==> config.mk <==
export PLATFORM = sky130hd
export DESIGN_NAME = mul4_vec_lane_packer
export DESIGN_NICKNAME = d
export VERILOG_FILES = /design/src/rtl/mul4_vec_pkg.sv /design/src/rtl/mul4_vec_lane_ref.sv /design/src/rtl/mul4_vec_lane_packer.sv
export SDC_FILE = /design/constraint.sdc
export NUM_CORES = 1
export LEC_CHECK = 0
export CAP_MARGIN = 5
export CORE_UTILIZATION = 40
export CTS_CLUSTER_SIZE = 40
export DETAILED_ROUTE_END_ITERATION = 10
export GPL_ROUTABILITY_DRIVEN = 0
export PLACE_DENSITY_LB_ADDON = 0.1
export REMOVE_ABC_BUFFERS = 1
export SKIP_LAST_GASP = 1
export SLEW_MARGIN = 0
export SYNTH_ARGS = -nofsm -noshare
export SYNTH_HDL_FRONTEND = slang
export SYNTH_HIERARCHICAL = 1
export SYNTH_SLANG_ARGS = --single-unit
==> constraint.sdc <==
create_clock -name clk -period 1.7 [get_ports clk]
set_input_delay 0.34 -clock clk [delete_from_list [all_inputs] [get_ports clk]]
set_output_delay 0.34 -clock clk [all_outputs]
set_load 0.01 [all_outputs]
==> src/rtl/mul4_vec_pkg.sv <==
// Shared types and helpers for the mul4 bit-plane vector packer.
// The checker enabled by MUL4_VEC_CHECK_EN uses mul2x2 through mul4_vec_lane_ref.
package mul4_vec_pkg;

  localparam int LANES_DEF = 16;

  typedef enum logic [1:0] {
    FILL  = 2'd0,
    ISSUE = 2'd1,
    DRAIN = 2'd2
  } state_t;

  // Unsigned 2x2 multiply; the 4-bit result can never overflow (max 3*3=9).
  function automatic logic [3:0] mul2x2(input logic [1:0] a, input logic [1:0] b);
    return {2'b00, a} * {2'b00, b};
  endfunction

endpackage

==> src/rtl/mul4_vec_lane_ref.sv <==
// Combinational golden lane: one 2x2 unsigned product.
module mul4_vec_lane_ref
  import mul4_vec_pkg::*;
(
  input  logic [1:0] i_a,
  input  logic [1:0] i_b,
  output logic [3:0] o_p
);

  assign o_p = mul2x2(i_a, i_b);

endmodule

==> src/rtl/mul4_vec_lane_packer.sv <==
// Transposes operand lanes into bit-planes for the candidate multiplier and
// serialises its product planes back out. Optional checker: MUL4_VEC_CHECK_EN.
module mul4_vec_lane_packer
  import mul4_vec_pkg::*;
#(
  parameter  int LANES = LANES_DEF,
  localparam int LW    = $clog2(LANES)
) (
  input  logic             clk,
  input  logic             rst,
  input  logic             in_valid,
  output logic             in_ready,
  input  logic [1:0]       in_a,
  input  logic [1:0]       in_b,
  output logic             vec_valid,
  input  logic             vec_ready,
  output logic [LANES-1:0] a1,
  output logic [LANES-1:0] a0,
  output logic [LANES-1:0] b1,
  output logic [LANES-1:0] b0,
  input  logic [LANES-1:0] y3,
  input  logic [LANES-1:0] y2,
  input  logic [LANES-1:0] y1,
  input  logic [LANES-1:0] y0,
  output logic             out_valid,
  input  logic             out_ready,
  output logic [3:0]       out_p,
  output logic [LW-1:0]    out_lane
`ifdef MUL4_VEC_CHECK_EN
  ,
  output logic [LW:0]      err_cnt
`endif
);

  state_t           r_state, w_state_next;
  logic [LW-1:0]    r_k;
  logic [LANES-1:0] r_a1, r_a0, r_b1, r_b0;
  logic [LANES-1:0] r_y3, r_y2, r_y1, r_y0;
  logic             w_in_fire, w_vec_fire, w_out_fire, w_last;

  assign w_last = (r_k == LW'(LANES - 1));

  always_comb begin
    w_state_next = r_state;
    in_ready     = 1'b0;
    vec_valid    = 1'b0;
    out_valid    = 1'b0;
    w_in_fire    = 1'b0;
    w_vec_fire   = 1'b0;
    w_out_fire   = 1'b0;
    unique case (r_state)
      FILL: begin
        in_ready  = 1'b1;
        w_in_fire = in_valid;
        if (in_valid && w_last) w_state_next = ISSUE;
      end
      ISSUE: begin
        vec_valid  = 1'b1;
        w_vec_fire = vec_ready;
        if (vec_ready) w_state_next = DRAIN;
      end
      DRAIN: begin
        out_valid  = 1'b1;
        w_out_fire = out_ready;
        if (out_ready && w_last) w_state_next = FILL;
      end
      default: w_state_next = FILL;
    endcase
  end

  always_ff @(posedge clk) begin
    if (rst) begin
      r_state <= FILL;
      r_k     <= '0;
      r_a1    <= '0;
      r_a0    <= '0;
      r_b1    <= '0;
      r_b0    <= '0;
      r_y3    <= '0;
      r_y2    <= '0;
      r_y1    <= '0;
      r_y0    <= '0;
    end else begin
      r_state <= w_state_next;
      if (w_in_fire) begin
        r_a1[r_k] <= in_a[1];
        r_a0[r_k] <= in_a[0];
        r_b1[r_k] <= in_b[1];
        r_b0[r_k] <= in_b[0];
      end
      // The lane counter is shared by FILL and DRAIN; only one phase fires per cycle.
      if (w_in_fire || w_out_fire) r_k <= w_last ? '0 : r_k + LW'(1);
      if (w_vec_fire) begin
        r_y3 <= y3;
        r_y2 <= y2;
        r_y1 <= y1;
        r_y0 <= y0;
      end
    end
  end

  assign a1 = r_a1;
  assign a0 = r_a0;
  assign b1 = r_b1;
  assign b0 = r_b0;

  // Outputs read as zero outside DRAIN so the idle bus carries no stale lanes.
  assign out_p    = (r_state == DRAIN) ? {r_y3[r_k], r_y2[r_k], r_y1[r_k], r_y0[r_k]} : 4'd0;
  assign out_lane = (r_state == DRAIN) ? r_k : '0;

`ifdef MUL4_VEC_CHECK_EN
  logic [3:0] w_gold;
  logic [LW:0] r_err;

  mul4_vec_lane_ref u_ref (
    .i_a ({r_a1[r_k], r_a0[r_k]}),
    .i_b ({r_b1[r_k], r_b0[r_k]}),
    .o_p (w_gold)
  );

  always_ff @(posedge clk) begin
    if (rst) begin
      r_err <= '0;
    end else if (w_in_fire && w_last) begin
      r_err <= '0;
    end else if (w_out_fire && (out_p != w_gold) && (r_err != (LW+1)'(LANES))) begin
      r_err <= r_err + (LW+1)'(1);
    end
  end

  assign err_cnt = r_err;
`endif

endmodule
Word-level counts from Yosys, hierarchy flattened
Index checks and enable logic that the tools add are counted.
Widths: inputs -> output; s select.
- bits in registers: 134
- output and inout port bits: 75
- add/subtract/negate cells: 1
- magnitude comparators: 2
- eq/ne operators: 6
- mux-type cells: 27
- reductions and logical operators: 6
- operators by type and width (operator ; count):
    $bwmux 16 ; 4
    $bmux 1 s4 ; 4
    $mux 4 ; 3
    $mux 1 ; 11
    $mux 2 ; 3
    $ne 2x2->1 const B ; 3
    $pmux 2 s3 ; 1
    $lt 4x5->1 const B ; 1
    $add 4x1->4 const B ; 1
    $demux 1 s4 ; 1
    $eq 4x4->1 const B ; 1
    $ge 4x1->1 const B ; 1
    $logic_and 1x1->1 ; 3
    $reduce_and 3->1 ; 1
    $eq 2x1->1 const B ; 1
    $eq 2x2->1 const B ; 1
    $logic_not 2->1 ; 1
    $logic_or 1x1->1 ; 1

Depth between registers and ports, before layout
Gate-level depths: netlist of the first run.
- depth after elaboration: 5
- gate-level depth with buffers: 9

Worst setup path after synthesis of the first run
Ideal clock, no wire load.
- kind: reg2reg
- from: register r_k[1]
- to: register r_a0[9] (netlist: a0[9])
- setup time: 0.132 ns
- arrival: 1.660 ns
- data required time: 1.568 ns
- slack: -0.092 ns
- stages on the path, launching flop included: 10
- buffers on the path: 4
- period minus slack after synthesis: 1.792 ns
- cell sequence: dfxtp_1 buf_4 buf_4 inv_1 ha_1 and4bb_2 clkbuf_2 buf_4 nand3_1 a21oi_1
- word-level cells in the longest chain between the ends: 5
- RTL lines (element ; line ; RTL):
    start: declaration ; mul4_vec_lane_packer.sv:36 ; logic [LW-1:0] r_k;
    start signal: assignment ; mul4_vec_lane_packer.sv:92 ; if (w_in_fire || w_out_fire) r_k <= w_last ? '0 : r_k + LW'(1);
    $lt 4x5->1 (not written as such) / $ge 4x1->1 (equally long branches) ; mul4_vec_lane_packer.sv:87 ; r_a0[r_k] <= in_a[0];
    $logic_and 1x1->1 (not written as such) ; mul4_vec_lane_packer.sv:87 ;
    $mux 1 (not written as such) ; mul4_vec_lane_packer.sv:87 ;
    $demux 1 s4 (*) ; mul4_vec_lane_packer.sv:87 ;
    $bwmux 16 (*) ; mul4_vec_lane_packer.sv:87 ;
    end signal: indexed assignment ; mul4_vec_lane_packer.sv:87 ;
    end: declaration ; mul4_vec_lane_packer.sv:37 ; logic [LANES-1:0] r_a1, r_a0, r_b1, r_b0;
Every way passes the cells marked *; elsewhere a longest branch is shown, timed or not.
A chain may end at the register's enable or synchronous reset.

Final worst setup path of the first run
- from: register r_k[0]
- to: output port out_p[1]
- word-level cells in the longest chain between the ends: 3
- RTL lines (element ; line ; RTL):
    $bmux 1 s4 ; mul4_vec_lane_packer.sv:108 ; assign out_p = (r_state == DRAIN) ? {r_y3[r_k], r_y2[r_k], r_y1[r_k], r_y0[r_k]} : 4'd0;
    $mux 1 (not written as such) ; mul4_vec_lane_packer.sv:108 ;
    $mux 4 ; mul4_vec_lane_packer.sv:108 ;
    end: declaration ; mul4_vec_lane_packer.sv:27 ; output logic [3:0] out_p,
No other way between the ends. The select of a mux whose other input is x is not followed.

==> results of run 1 <==
registers in the layout, summed over array words and instances, names as in the netlist:
register,flops
a0,16
b1,16
b0,16
r_y3,16
r_state,2
r_y1,16
r_y2,16
r_k,4
a1,16
r_y0,16
cells by family (layout without fill, tap and decap cells):
family          count (synthesis)  after routing  share of synthesized area
simple gates                  231            231                      0.187
compound gates                207            207                      0.184
flops                         134            134                      0.468
buf+inv                        78            239                     0.0743
mux                            24             24                     0.0771
fa+ha+maj                       4              4                    0.00874
other cells                     0              1                          0
power groups by stage:
stage               Sequential [uW]  Clock [uW]  Combinational (uW)
detailed placement             3240           0                 511
CTS                            3170        3980                 527
finish                         3170        3940                 570
global placement               3240           0                 499
floorplan                      3260           0                94.8
global route                   3170        4140                 609
layer usage:
metal  GRT usage  routed length [um]  vias up
met5           0                   0        -
li1            -                   -     2660
met2       0.363                7770      178
met4       0.113                 308        0
met3      0.0496                 849       24
met1       0.275                7060     2562
placed cells by master (no fill, tap or decap), types with 5 or more instances in the layout:
cell                              count
sky130_fd_sc_hd__buf_12               8
sky130_fd_sc_hd__a21oi_2             18
sky130_fd_sc_hd__o21ai_1             14
sky130_fd_sc_hd__clkbuf_16           17
sky130_fd_sc_hd__buf_4               35
sky130_fd_sc_hd__nand3_1             47
sky130_fd_sc_hd__nand3_4              6
sky130_fd_sc_hd__nand4_1              6
sky130_fd_sc_hd__buf_6               15
sky130_fd_sc_hd__dlymetal6s2s_1       6
sky130_fd_sc_hd__mux4_2              16
sky130_fd_sc_hd__clkdlybuf4s50_1    129
sky130_fd_sc_hd__a21oi_1            116
sky130_fd_sc_hd__nand3_2             14
sky130_fd_sc_hd__nand2_1            128
sky130_fd_sc_hd__o21ai_0             52
sky130_fd_sc_hd__dfxtp_1            130
sky130_fd_sc_hd__mux2i_1              5
stage by stage:
step           setup TNS (ns)  total power, uW
3_3_place_gp            -7.25             3740
3_5_place_dp            -9.29             3750
4_1_cts                 -2.29             7680
5_1_grt                 -5.79             7910
2_1_floorplan          -65.28             3350
6_report                -2.12             7680
how the worst min path moves through the flow:
stage	slack (ns)	depth (start not counted)	endpoint	start
detailed placement	0.45	2	r_y2[12]	r_y2[12]
CTS	0.12	2	r_y1[4]	rst
finish	0.13	2	r_y1[4]	rst
floorplan	0.41	1	a0[0]	rst
global placement	0.44	2	r_y1[12]	r_y1[12]
global route	0.13	2	r_y1[4]	rst
worst max-delay path: stages (launching register included):
cell,delay [ns]
sky130_fd_sc_hd__dfxtp_4,0.36
sky130_fd_sc_hd__buf_12,0.13
sky130_fd_sc_hd__mux4_2,0.49
sky130_fd_sc_hd__mux2i_1,0.19
sky130_fd_sc_hd__o22ai_1,0.12
sky130_fd_sc_hd__buf_2,0.16
layout make-up:
cell class              instances  area, um^2  area share
flip-flops and latches        134        2690       0.315
diodes                          1        2.50    0.000293
inverters                       6        32.5     0.00380
clock buffers                  25         495      0.0579
well taps                     180         225      0.0263
clock inverters                 7         141      0.0165
repair buffers                201        2020       0.237
multi-input cells             466        2940       0.344
repair_timing:
action,CTS,global route
gates cloned,1,0
pin swaps,3,21
buffers inserted,2,3
endpoints found under the setup margin,43,60
gates resized for setup,63,84
==> run_results.csv, run 1 <==
group,metric,value,unit
yosys,synth_enable_flop_cells,0,
sta,report.final.slew_viol_count,0,
sta,slew_of_the_pin_with_the_lowest_slew_margin,0.524,ns
yosys,synthArstFlopShare,0,
floorplan,fp.dieH,122,um
cells_and_area,final-instance-count-excl-fill,1020,
floorplan,die_ar,14800,um^2
global_routing,grt_max_degree,69,
global_routing,grt_antenna_before_repair,1,
clock_tree,cts-root-buf,"sky130_fd_sc_hd__clkbuf_16",
global_routing,grt_pass1_vias,5194,
cells_and_area,share_of_final_layout_standard_cells_stronger_than_drive_strength_1,0.206,
drt,drt_drc_violations_left,0,
drt,wl,16000,um
global_routing,global_route.overflow_total,0,
worst_setup_path,type_of_element_launching_the_critical_path,"register",
yosys,synth_cell_type_count,35,
power,combinational_fraction_of_design_power,0.074,
power,seq_power_share,0.413,
sta,fmaxAchievable,453,MHz
worst_setup_path,critPathCaptureType,"output port",
power,internal_power_contribution,6080,uW
drt,drt-wirelength-per-cell,15.7,um
clock_tree,clk_latency,0.42,ns
cells_and_area,final_cell_area,8550,um^2
sta,fin_skew,0.00802,ns
sta,timing.slew.headroom,0.651,
drt,routed-via-count,5424,
worst_setup_path,setup.worst_path.start,"r_k[0]",
yosys,syn_area,5730,um^2
yosys,post_synthesis_sequential_area_ratio,0.468,
floorplan,design.portCount,148,
placed_design,placed_cells,983,
power,power.ir.vdd_worst,0.000606,V
yosys,ys_flop_type,"sky130_fd_sc_hd__dfxtp_1",
sta,fin_hold_ws,0.130,ns
sta,finalWorstPathRequiredPeriod,2.21,ns
power,clock_share_of_power,0.513,
yosys,syn_inst,678,
power,switching_share,0.209,
worst_setup_path,worstSetupPathType,"reg2out",
yosys,yosys-top-cells-count,"134 x sky130_fd_sc_hd__a21oi_1, 134 x sky130_fd_sc_hd__dfxtp_1, 130 x sky130_fd_sc_hd__nand2_1",
clock_tree,cts_tree,"built",
clock_tree,ctsLongestPathBuffers,2,
yosys,synth_largest_area_cell,"sky130_fd_sc_hd__dfxtp_1",
placed_design,port-buffer-count,147,
run,max_cap_viol_count,0,
power,powerDensity,898,nW/um^2
sta,post-route-period-util,1.30,
floorplan,effective_utilization_at_floorplan,0.411,
worst_setup_path,crit_path_max_fanout,8,
drt,drt_first_pass_iters,5,
placed_design,dp_hpwl,10600,um
worst_setup_path,r2r_start,"r_k[0]",
global_routing,track_usage,0.222,
yosys,yosysWarnings,6,
clock_tree,cts.sink_count,134,
clock_tree,cts-buffers-inserted,17,
worst_setup_path,r2r-end,"b0[2]",
floorplan,core_footprint,13900,um^2
clock_tree,cts.reportedPaths.clkPinSlew,0.05,ns
yosys,yosysTopAreaCellShare,0.468,
placed_design,area_after_detailed_placement,7520,um^2
drt,route.antenna.remaining_nets,0,
worst_setup_path,crit_path_end,"out_p[1]",
floorplan,die_w,122,um
cells_and_area,filler_cell_count,1205,
sta,grt_setup_unrepaired,"yes",
global_routing,grt_pass1_wl,25400,um
sta,final-setup-viol-count,14,
power,total_switching_power,1600,uW
placed_design,detailedPlace.worstSlack,-0.515,ns
worst_setup_path,worst_r2r_path_depth,9,
yosys,synthesis.area_per_instance,8.45,um^2
floorplan,rows,43,
worst_setup_path,r2r_slack,-0.03,ns
worst_setup_path,crit_required,1.36,ns
cells_and_area,num-nets-final,903,
run_status,status,"complete, but fails checks",
yosys,synth.top_cells.by_area,"sky130_fd_sc_hd__dfxtp_1 47%, sky130_fd_sc_hd__a21oi_1 12%, sky130_fd_sc_hd__nand2_1 8.5%",
sta,hold_viol_final,0,
drt,detail_route.vias_per_cell,5.32,
power,cellLeakagePower,0.00294,uW
clock_tree,cts.hold.buffers_added,0,
drt,dr.first_iter.drc_count,381,
clock_tree,h_tree_levels,4,
sta,setup_ws,-0.507,ns
cells_and_area,layout-area-overhead-vs-synth,49.3,%
run_status,failing_checks,"negative setup slack",
yosys,postSynthRegisterBits,134,
worst_hold_path,worst_hold_path_type,"in2reg",
cells_and_area,postLayoutCoreUtil,0.614,
worst_setup_path,crit_arrival,1.87,ns
Note: power is estimated with default switching activity, not from simulation.
==> run 2: changes to the inputs <==
GPL_ROUTABILITY_DRIVEN = not set   (was 0)
==> results of run 2 <==
Same layout as run 1: the final DEF is identical, and so are final timing and power.
